**src/rtl/fft_phase_sync_tracker_pkg.sv**
```systemverilog
`default_nettype none
// ============================================================================
//  Module      : fft_phase_sync_tracker_pkg
//  Description : Shared FFT definitions: tracker state encoding, default
//                sequence constants and a counter width helper.
//  Revision    : 1.0  initial release
// ============================================================================
package fft_phase_sync_tracker_pkg;

    // Defaults shared with the FFT sequencing counter
    localparam int c_FFT_N     = 5;
    localparam int c_FFT_WIDTH = 3;

    // Tracker acquisition states
    typedef enum logic [1:0] {
        HUNT   = 2'd0,
        VERIFY = 2'd1,
        LOCKED = 2'd2
    } sync_state_t;

    // Bits needed to hold every value 0..max_val (never less than one bit)
    function automatic int width_for(input int max_val);
        return (max_val < 2) ? 1 : $clog2(max_val + 1);
    endfunction

endpackage
`default_nettype wire

```
**src/rtl/fft_phase_sync_tracker_phase_ctr.sv**
```systemverilog
`default_nettype none
// ============================================================================
//  Module      : fft_phase_ctr
//  Description : Mod-N phase counter with synchronous clear-to-0 and
//                load-to-1 controls, plus a wrap flag at N-1.
//  Revision    : 1.0  initial release
// ============================================================================
module fft_phase_ctr
    import fft_phase_sync_tracker_pkg::*;
#(
    parameter int N     = c_FFT_N,
    parameter int WIDTH = c_FFT_WIDTH
) (
    input  logic             clk,
    input  logic             rstn,
    input  logic             i_clear,
    input  logic             i_load_one,
    output logic [WIDTH-1:0] o_cnt,
    output logic             o_wrap
);

    localparam logic [WIDTH-1:0] c_LAST = WIDTH'(N - 1);
    localparam logic [WIDTH-1:0] c_ONE  = WIDTH'(1);

    logic [WIDTH-1:0] r_cnt;

    // Count modulo N; clear wins over load-one, both over counting
    always_ff @(posedge clk) begin
        if (!rstn) begin
            r_cnt <= '0;
        end else if (i_clear) begin
            r_cnt <= '0;
        end else if (i_load_one) begin
            r_cnt <= c_ONE;
        end else if (r_cnt == c_LAST) begin
            r_cnt <= '0;
        end else begin
            r_cnt <= r_cnt + 1'b1;
        end
    end

    assign o_cnt  = r_cnt;
    assign o_wrap = (r_cnt == c_LAST);

endmodule
`default_nettype wire

```
**src/rtl/fft_phase_sync_tracker.sv**
```systemverilog
`default_nettype none
// ============================================================================
//  Module      : fft_phase_sync_tracker
//  Description : Recovers the FFT sequence phase from a once-per-sequence
//                strobe. Hunts, verifies spacing, locks and then flywheels,
//                flagging missing and misplaced strobes while locked.
//  Revision    : 1.0  initial release
// ============================================================================
module fft_phase_sync_tracker
    import fft_phase_sync_tracker_pkg::*;
#(
    parameter int N          = c_FFT_N,
    parameter int WIDTH      = c_FFT_WIDTH,
    parameter int LOCK_CNT   = 3,
    parameter int UNLOCK_CNT = 2
) (
    input  logic             clk,
    input  logic             rstn,
    input  logic             strobe_in,
    output logic [WIDTH-1:0] phase,
    output logic             locked,
    output logic             frame_o,
    output logic             miss_err,
    output logic             slip_err
);

    localparam int c_GOOD_W = width_for(LOCK_CNT);
    localparam int c_ERR_W  = width_for(UNLOCK_CNT);

    localparam logic [c_GOOD_W-1:0] c_GOOD_ONE  = c_GOOD_W'(1);
    localparam logic [c_GOOD_W-1:0] c_GOOD_MAX  = c_GOOD_W'(LOCK_CNT);
    localparam logic [c_GOOD_W-1:0] c_GOOD_LAST = c_GOOD_W'(LOCK_CNT - 1);
    localparam logic [c_ERR_W-1:0]  c_ERR_LAST  = c_ERR_W'(UNLOCK_CNT - 1);

    sync_state_t         r_state;
    sync_state_t         w_state_nxt;
    logic [c_GOOD_W-1:0] r_good_cnt;
    logic [c_GOOD_W-1:0] w_good_nxt;
    logic [c_ERR_W-1:0]  r_err_cnt;
    logic [c_ERR_W-1:0]  w_err_nxt;
    logic                r_locked;
    logic                r_miss;
    logic                r_slip;
    logic                w_miss_nxt;
    logic                w_slip_nxt;
    logic                w_clear;
    logic                w_load_one;
    logic                w_slot;
    logic                w_unused_wrap;

    // Phase counter; the FSM only ever clears it or realigns it to 1
    fft_phase_ctr #(
        .N     (N),
        .WIDTH (WIDTH)
    ) u_phase_ctr (
        .clk        (clk),
        .rstn       (rstn),
        .i_clear    (w_clear),
        .i_load_one (w_load_one),
        .o_cnt      (phase),
        .o_wrap     (w_unused_wrap)
    );

    // The expected strobe slot is the cycle where the recovered phase is 0
    assign w_slot = (phase == '0);

    // Next-state, counter control and error decode
    always_comb begin
        w_state_nxt = r_state;
        w_good_nxt  = r_good_cnt;
        w_err_nxt   = r_err_cnt;
        w_miss_nxt  = 1'b0;
        w_slip_nxt  = 1'b0;
        w_clear     = 1'b0;
        w_load_one  = 1'b0;
        case (r_state)
            HUNT: begin
                w_good_nxt = '0;
                w_err_nxt  = '0;
                if (strobe_in) begin
                    w_load_one  = 1'b1;
                    w_good_nxt  = c_GOOD_ONE;
                    w_state_nxt = (LOCK_CNT == 1) ? LOCKED : VERIFY;
                end else begin
                    w_clear = 1'b1;
                end
            end
            VERIFY: begin
                if (w_slot && strobe_in) begin
                    if (r_good_cnt >= c_GOOD_LAST) begin
                        w_good_nxt  = c_GOOD_MAX;
                        w_state_nxt = LOCKED;
                    end else begin
                        w_good_nxt = r_good_cnt + 1'b1;
                    end
                end else if (w_slot) begin
                    // Spacing broken: start hunting from scratch
                    w_clear     = 1'b1;
                    w_good_nxt  = '0;
                    w_state_nxt = HUNT;
                end else if (strobe_in) begin
                    // Early/late strobe becomes the new reference point
                    w_load_one = 1'b1;
                    w_good_nxt = c_GOOD_ONE;
                end
            end
            LOCKED: begin
                // Flywheel: phase never realigns here, errors only counted
                w_miss_nxt = w_slot && !strobe_in;
                w_slip_nxt = !w_slot && strobe_in;
                if (w_slot && strobe_in) begin
                    w_err_nxt = '0;
                end else if (w_miss_nxt || w_slip_nxt) begin
                    if (r_err_cnt >= c_ERR_LAST) begin
                        w_clear     = 1'b1;
                        w_err_nxt   = '0;
                        w_good_nxt  = '0;
                        w_state_nxt = HUNT;
                    end else begin
                        w_err_nxt = r_err_cnt + 1'b1;
                    end
                end
            end
            default: begin
                w_clear     = 1'b1;
                w_good_nxt  = '0;
                w_err_nxt   = '0;
                w_state_nxt = HUNT;
            end
        endcase
    end

    // State, counters and registered status outputs
    always_ff @(posedge clk) begin
        if (!rstn) begin
            r_state    <= HUNT;
            r_good_cnt <= '0;
            r_err_cnt  <= '0;
            r_locked   <= 1'b0;
            r_miss     <= 1'b0;
            r_slip     <= 1'b0;
        end else begin
            r_state    <= w_state_nxt;
            r_good_cnt <= w_good_nxt;
            r_err_cnt  <= w_err_nxt;
            r_locked   <= (w_state_nxt == LOCKED);
            r_miss     <= w_miss_nxt;
            r_slip     <= w_slip_nxt;
        end
    end

    assign locked   = r_locked;
    assign miss_err = r_miss;
    assign slip_err = r_slip;
    assign frame_o  = r_locked && (phase == '0);

endmodule
`default_nettype wire

```
**config.mk**
```make
export PLATFORM = sky130hd
export DESIGN_NAME = fft_phase_sync_tracker
export DESIGN_NICKNAME = d
export VERILOG_FILES = /design/src/rtl/fft_phase_sync_tracker_pkg.sv /design/src/rtl/fft_phase_sync_tracker_phase_ctr.sv /design/src/rtl/fft_phase_sync_tracker.sv
export SDC_FILE = /design/constraint.sdc
export NUM_CORES = 1
export LEC_CHECK = 0
export ABC_CLOCK_PERIOD_IN_PS = 2200
export CORE_MARGIN = 2
export CORE_UTILIZATION = 47
export CTS_BUF_LIST = sky130_fd_sc_hd__clkbuf_16
export DETAILED_ROUTE_END_ITERATION = 12
export GPL_TIMING_DRIVEN = 1
export PLACE_DENSITY = 0.73
export SYNTH_ARGS = -nofsm -noshare
export SYNTH_HDL_FRONTEND = slang
export SYNTH_SLANG_ARGS = --single-unit
```
**constraint.sdc**
```tcl
create_clock -name clk -period 2.2 [get_ports clk]
set_clock_uncertainty 0.1 [all_clocks]
set_input_delay 0.22 -clock clk [delete_from_list [all_inputs] [get_ports clk]]
set_output_delay 0.22 -clock clk [all_outputs]
set_load 0.05 [all_outputs]
```
; ---- After elaboration in Yosys (flattened, before gate mapping)
; Cells that the tools add are included.
; Widths: inputs -> output; s select.
[totals]
regBits = 12
latchBits = 0
mem_bits_rw = 0
romBits = 0
out_inout_bits = 7
wordCells = 72
memories = 0
[op_classes]
add_sub_neg = 3
multipliers = 0
n_div = 0
n_lt_le_gt_ge = 2
eq_ne = 9
shift = 0
n_mux = 34
bitwise = 2
reduce_logical = 14
[ops]
columns = op, n
row1 = $mux 2, 17
row2 = $mux 1, 12
row3 = $pmux 2 s3, 2
row4 = $ne 2x2->1 const B, 3
row5 = $add 2x1->2 const B, 2
row6 = $eq 2x2->1 const B, 2
row7 = $logic_and 1x1->1, 4
row8 = $ne 4x4->1 const B, 1
row9 = $pmux 2 s2, 1
row10 = $reduce_and 2->1, 2
row11 = $reduce_and 4->1, 1
row12 = $reduce_or 4->1, 1
row13 = $add 3x1->3 const B, 1
row14 = $eq 3x3->1 const B, 1
row15 = $logic_not 3->1, 1
row16 = $ne 3x3->1 const B, 1
row17 = $pmux 1 s3, 1
row18 = $eq 2x1->1 const B, 1
row19 = $ge 2x1->1 const B, 1
row20 = $ge 2x2->1 const B, 1
row21 = $logic_not 1->1, 2
row22 = $logic_not 2->1, 1
row23 = $not 1->1, 2
row24 = $pmux 1 s2, 1
row25 = other kinds (2), 2

; ---- Depth between registers and ports, before layout
[logic_depth]
ltp_word = 8
ltp_mapped = 10

; ---- Hierarchy
; Synthesis repeated with hierarchy kept, for this count alone.
[unflattened]
hier_cells = 74
area_unflattened_um2 = 711.9
[by_module_without_submodules]
columns = mod, n_inst, cells_per_inst, area_per_inst_um2, seq_area_each_um2
row1 = fft_phase_sync_tracker, 1, 59, 555.5, 180.2
row2 = fft_phase_ctr, 1, 15, 156.4, 60.1

; ---- Worst setup path after synthesis
; No wires, ideal clock.
[synth_timing]
kind = reg-to-reg
start = register u_phase_ctr.r_cnt[0] (netlist: u_phase_ctr.o_cnt[0])
end = register r_good_cnt[0]
setup_time_ns = 0.116
t_arrival_ns = 2.260
setup_slack_ns = -0.276
stages_incl_launch_ff = 10
n_path_buf = 1
cell_sequence = dfxtp_1 inv_1 ha_1 nand2b_1 inv_1 ha_1 buf_4 o21ai_0 o2111ai_1 and3b_1
[synth_between]
elab_chain_len = 6
word_cells_on_any_way = 13
classes_between = eq/ne: 3 / mux: 3 / reduce/logical: 7
[synth_lines]
columns = item, line
row1 = start: declaration, fft_phase_sync_tracker_phase_ctr.sv:25  ; logic [WIDTH-1:0] r_cnt;
row2 = start signal: assignment, fft_phase_sync_tracker_phase_ctr.sv:34  ; r_cnt <= c_ONE;
row3 = start signal: assignment, fft_phase_sync_tracker_phase_ctr.sv:38  ; r_cnt <= r_cnt + 1'b1;
row4 = $logic_not 3->1 *, fft_phase_sync_tracker.sv:65  ; assign w_slot = (phase == '0);
row5 = $logic_not 1->1, fft_phase_sync_tracker.sv:110  ; w_slip_nxt = !w_slot && strobe_in;
row6 = $logic_and 1x1->1, fft_phase_sync_tracker.sv:110
row7 = $logic_or 1x1->1, fft_phase_sync_tracker.sv:113  ; end else if (w_miss_nxt || w_slip_nxt) begin
row8 = $ne 2x2->1 (no source line), -
row9 = $reduce_and 4->1 (no source line), -
row10 = end signal: assignment, fft_phase_sync_tracker.sv:144  ; r_good_cnt <= w_good_nxt;
row11 = end: declaration, fft_phase_sync_tracker.sv:37  ; logic [c_GOOD_W-1:0] r_good_cnt;
; Every way passes the cells marked *; elsewhere a longest branch is shown, timed or not.
; A chain may end at the register's enable or synchronous reset.

; ---- Worst setup path after layout
[layout_timing]
start = register u_phase_ctr.r_cnt[0] (netlist: u_phase_ctr.o_cnt[0])
end = register u_phase_ctr.r_cnt[1] (netlist: u_phase_ctr.o_cnt[1])
[layout_between]
elab_chain_len = 8
word_cells_on_any_way = 17
classes_between = add/sub: 1 / eq/ne: 1 / mux: 8 / reduce/logical: 7
[layout_lines]
columns = item, line
row1 = $logic_not 3->1, fft_phase_sync_tracker.sv:65
row2 = $logic_not 1->1, fft_phase_sync_tracker.sv:110
row3 = $logic_and 1x1->1, fft_phase_sync_tracker.sv:110
row4 = $logic_or 1x1->1, fft_phase_sync_tracker.sv:113
row5 = $mux 1, fft_phase_sync_tracker.sv:113
row6 = $mux 1, fft_phase_sync_tracker.sv:111  ; if (w_slot && strobe_in) begin
row7 = $pmux 1 s3, fft_phase_sync_tracker.sv:76  ; case (r_state)
row8 = $reduce_or 4->1 (no source line), -
; Parallel ways exist; a longest one is shown, timed or not.

==> results.sh <==
export IMPL_first_pass_iters=4
export IMPL_hp_class="reg -> reg"
export IMPL_syn_cell_area_um2=737
export IMPL_required_ps=2270
export IMPL_cts_buffers=3
export IMPL_worst_pin_slew_ps=483
export IMPL_placementRows=14
export IMPL_core_um2=1490
export IMPL_clockRootBuffer="clkbuf_16"
export IMPL_cts_setup_buffers=0
export IMPL_hold_end="r_err_cnt[1]$_SDFFE_PN0P_"
export IMPL_syn_avg_cell_area_um2=9.33
export IMPL_ff2ff_setup_slack_ps=170
export IMPL_p_leak_nw=0.407
export IMPL_clk_pin_slew_ps=40
export IMPL_drtAntennaViolNets=0
export IMPL_start_util=0.495
export IMPL_endpoint_kind="flop"
export IMPL_cp_arrival_ps=2100
export IMPL_nets=110
export IMPL_synth_warning_count=0
export IMPL_ys_seq_area_frac=0.326
export IMPL_start_kind="flop"
export IMPL_crit_type="reg -> reg"
export IMPL_setup_viol=0
export IMPL_cts_buffer_depth=2
export IMPL_synth_fp_nets=93
export IMPL_holdPathStages=2
export IMPL_finalCritPeriodShare=0.922
export IMPL_cts_resized=0
export IMPL_drv_slew=0
export IMPL_postCtsHoldBufs=0
export IMPL_remaining_drc_errors=0
export IMPL_ys_ff_latch=12
export IMPL_pwr_density_cell_nw_per_um2=678
export IMPL_slew_headroom=0.673
export IMPL_cts_sinks=12
export IMPL_dr_total_vias=629
export IMPL_grt_overflow_total=0
export IMPL_drt_iter0_markers=16
export IMPL_die_x_um=43.6
export IMPL_setup_tns_ps=0
export IMPL_cp_max_fo=4
export IMPL_io_pins=10
export IMPL_drv_cap=0
export IMPL_viasPerCell=5.72
export IMPL_wl_per_cell_um=14.0
export IMPL_status="completed"
export IMPL_n_antenna_cell=0
export IMPL_reg2reg_depth=9
export IMPL_grt_max_degree=10
export IMPL_clock_fmax_mhz=493
export IMPL_routed_wl_um=1540
export IMPL_min_delay_start="r_err_cnt[1]$_SDFFE_PN0P_"
export IMPL_die_h_um=43.6
export IMPL_grt_pass1_wl_um=2600
export IMPL_htree_levels=1
export IMPL_ys_types=31
export IMPL_place_gp_congestion=0.807
export IMPL_r2r_start="u_phase_ctr.o_cnt[0]$_SDFF_PP0_"
export IMPL_finalHoldViolations=0
export IMPL_whs_ps=351
export IMPL_fin_crit_ps=2030
export IMPL_antenna_found_initial=0
export IMPL_rsz0062_at_grt="false"
export IMPL_clock_latency_ps=240
export IMPL_cts_tree="done"
export IMPL_area_growth_pct=29.9
export IMPL_r2r_end="u_phase_ctr.o_cnt[1]$_SDFF_PP0_"
export IMPL_dieArea_um2=1900
export IMPL_drive_gt1_frac=0.160
export IMPL_grt_pass1_vias=612
export IMPL_dp_hpwl_um=1110
export IMPL_syn_instance_count=79
export IMPL_layout_common_cells="11 x ha_1, 10 x dfxtp_1, 8 x inv_1, 8 x clkdlybuf4s50_1, 7 x nand2_1"
export IMPL_port_buffers=9
export IMPL_peakVddDrop_mv=0.374
export IMPL_final_common_cell="ha_1"
export IMPL_gr_usage_all_layers=0.189
layer usage:
| layer | GRT usage | share of wire | vias up |
|---|---|---|---|
| li1 | - | - | 311 |
| met1 | 0.222 | 0.45 | 295 |
| met2 | 0.315 | 0.48 | 18 |
| met3 | 0.0375 | 0.041 | 5 |
| met4 | 0.109 | 0.023 | 0 |
| met5 | 0 | 0 | - |
area by class of cell:
| type | count | area [µm²] |
|---|---|---|
| inverter | 8 | 30.0 |
| clock buffer | 3 | 75.1 |
| timing repair buffer | 13 | 130 |
| sequential | 12 | 243 |
| fill | 127 | 532 |
| tap | 16 | 20.0 |
| multi-input combinational | 58 | 459 |
metrics by stage:
stage	util	instance area (µm²)	setup WS, ps	instances	total power (W)
after CTS	0.643	957	139	110	0.000652
after global routing	0.643	957	25.0	110	0.000673
after global placement	0.592	882	227	107	0.000322
final	0.643	957	172	110	0.000649
after floorplan	-	739	18.5	79	0.000294
after detailed placement	0.592	882	147	107	0.000325
worst max-delay path, cell delays in order, from the launching register on:
cell and delay [ps]:
dfxtp_2 330, inv_1 60, ha_1 220, nand2b_1 100, inv_1 90, ha_1 190, o21ai_0 150, o311ai_1 180
a311oi_2 350, and3_1 200
synthesized netlist by cell type, drive strengths merged:
cell type | number | share of area
a21boi | 4 | 0.041
a21o | 1 | 0.010
a21oi | 5 | 0.039
a311oi | 2 | 0.032
and2 | 2 | 0.017
and2b | 1 | 0.010
and3 | 3 | 0.025
and3b | 1 | 0.012
buf | 1 | 0.010
dfxtp | 12 | 0.33
ha | 11 | 0.19
inv | 8 | 0.041
nand2 | 7 | 0.036
nand2b | 4 | 0.037
nand3 | 2 | 0.014
nand3b | 1 | 0.010
nand4 | 1 | 0.0085
nor2b | 3 | 0.046
nor3b | 1 | 0.010
o2111ai | 1 | 0.012
o211ai | 1 | 0.010
o21a | 1 | 0.010
o21ai | 3 | 0.020
o221ai | 1 | 0.012
o2bb2ai | 1 | 0.012
o311ai | 1 | 0.012
report_power, final:
part	switching, W	total [W]	internal [W]
sequential	0.00000668	0.000232	0.000225
clock	0.0000892	0.000325	0.000236
combinational	0.0000546	0.0000919	0.0000373
flip-flops by register name, summed over array words and instances, names as in the netlist:
name / flops
slip_err: 1
locked: 1
miss_err: 1
r_state: 2
r_err_cnt: 2
u_phase_ctr.o_cnt: 3
r_good_cnt: 2
cells by family (layout without fill, tap and decap cells):
kind of cell             count (synthesis)  after routing  share of synthesized area
adder cells (fa/ha/maj)                 11             11                      0.187
AO/OA/AOI/OAI                           21             21                      0.211
buffers and inverters                    9             24                     0.0509
flip-flops                              12             12                      0.326
AND/OR/NAND/NOR                         26             26                      0.226
how the worst max path moves through the flow:
stage	startpoint	to	slack, ps	cells after the start
floorplan	u_phase_ctr.o_cnt[0]$_SDFF_PP0_	r_good_cnt[0]$_SDFFE_PN0P_	20	9
global placement	strobe_in	r_good_cnt[1]$_SDFFE_PN0P_	230	8
detailed placement	strobe_in	u_phase_ctr.o_cnt[1]$_SDFF_PP0_	150	7
CTS	u_phase_ctr.o_cnt[0]$_SDFF_PP0_	u_phase_ctr.o_cnt[1]$_SDFF_PP0_	140	9
global route	u_phase_ctr.o_cnt[0]$_SDFF_PP0_	u_phase_ctr.o_cnt[1]$_SDFF_PP0_	20	9
finish	u_phase_ctr.o_cnt[0]$_SDFF_PP0_	u_phase_ctr.o_cnt[1]$_SDFF_PP0_	170	9
No activity file was read; power rests on OpenSTA's default activity.
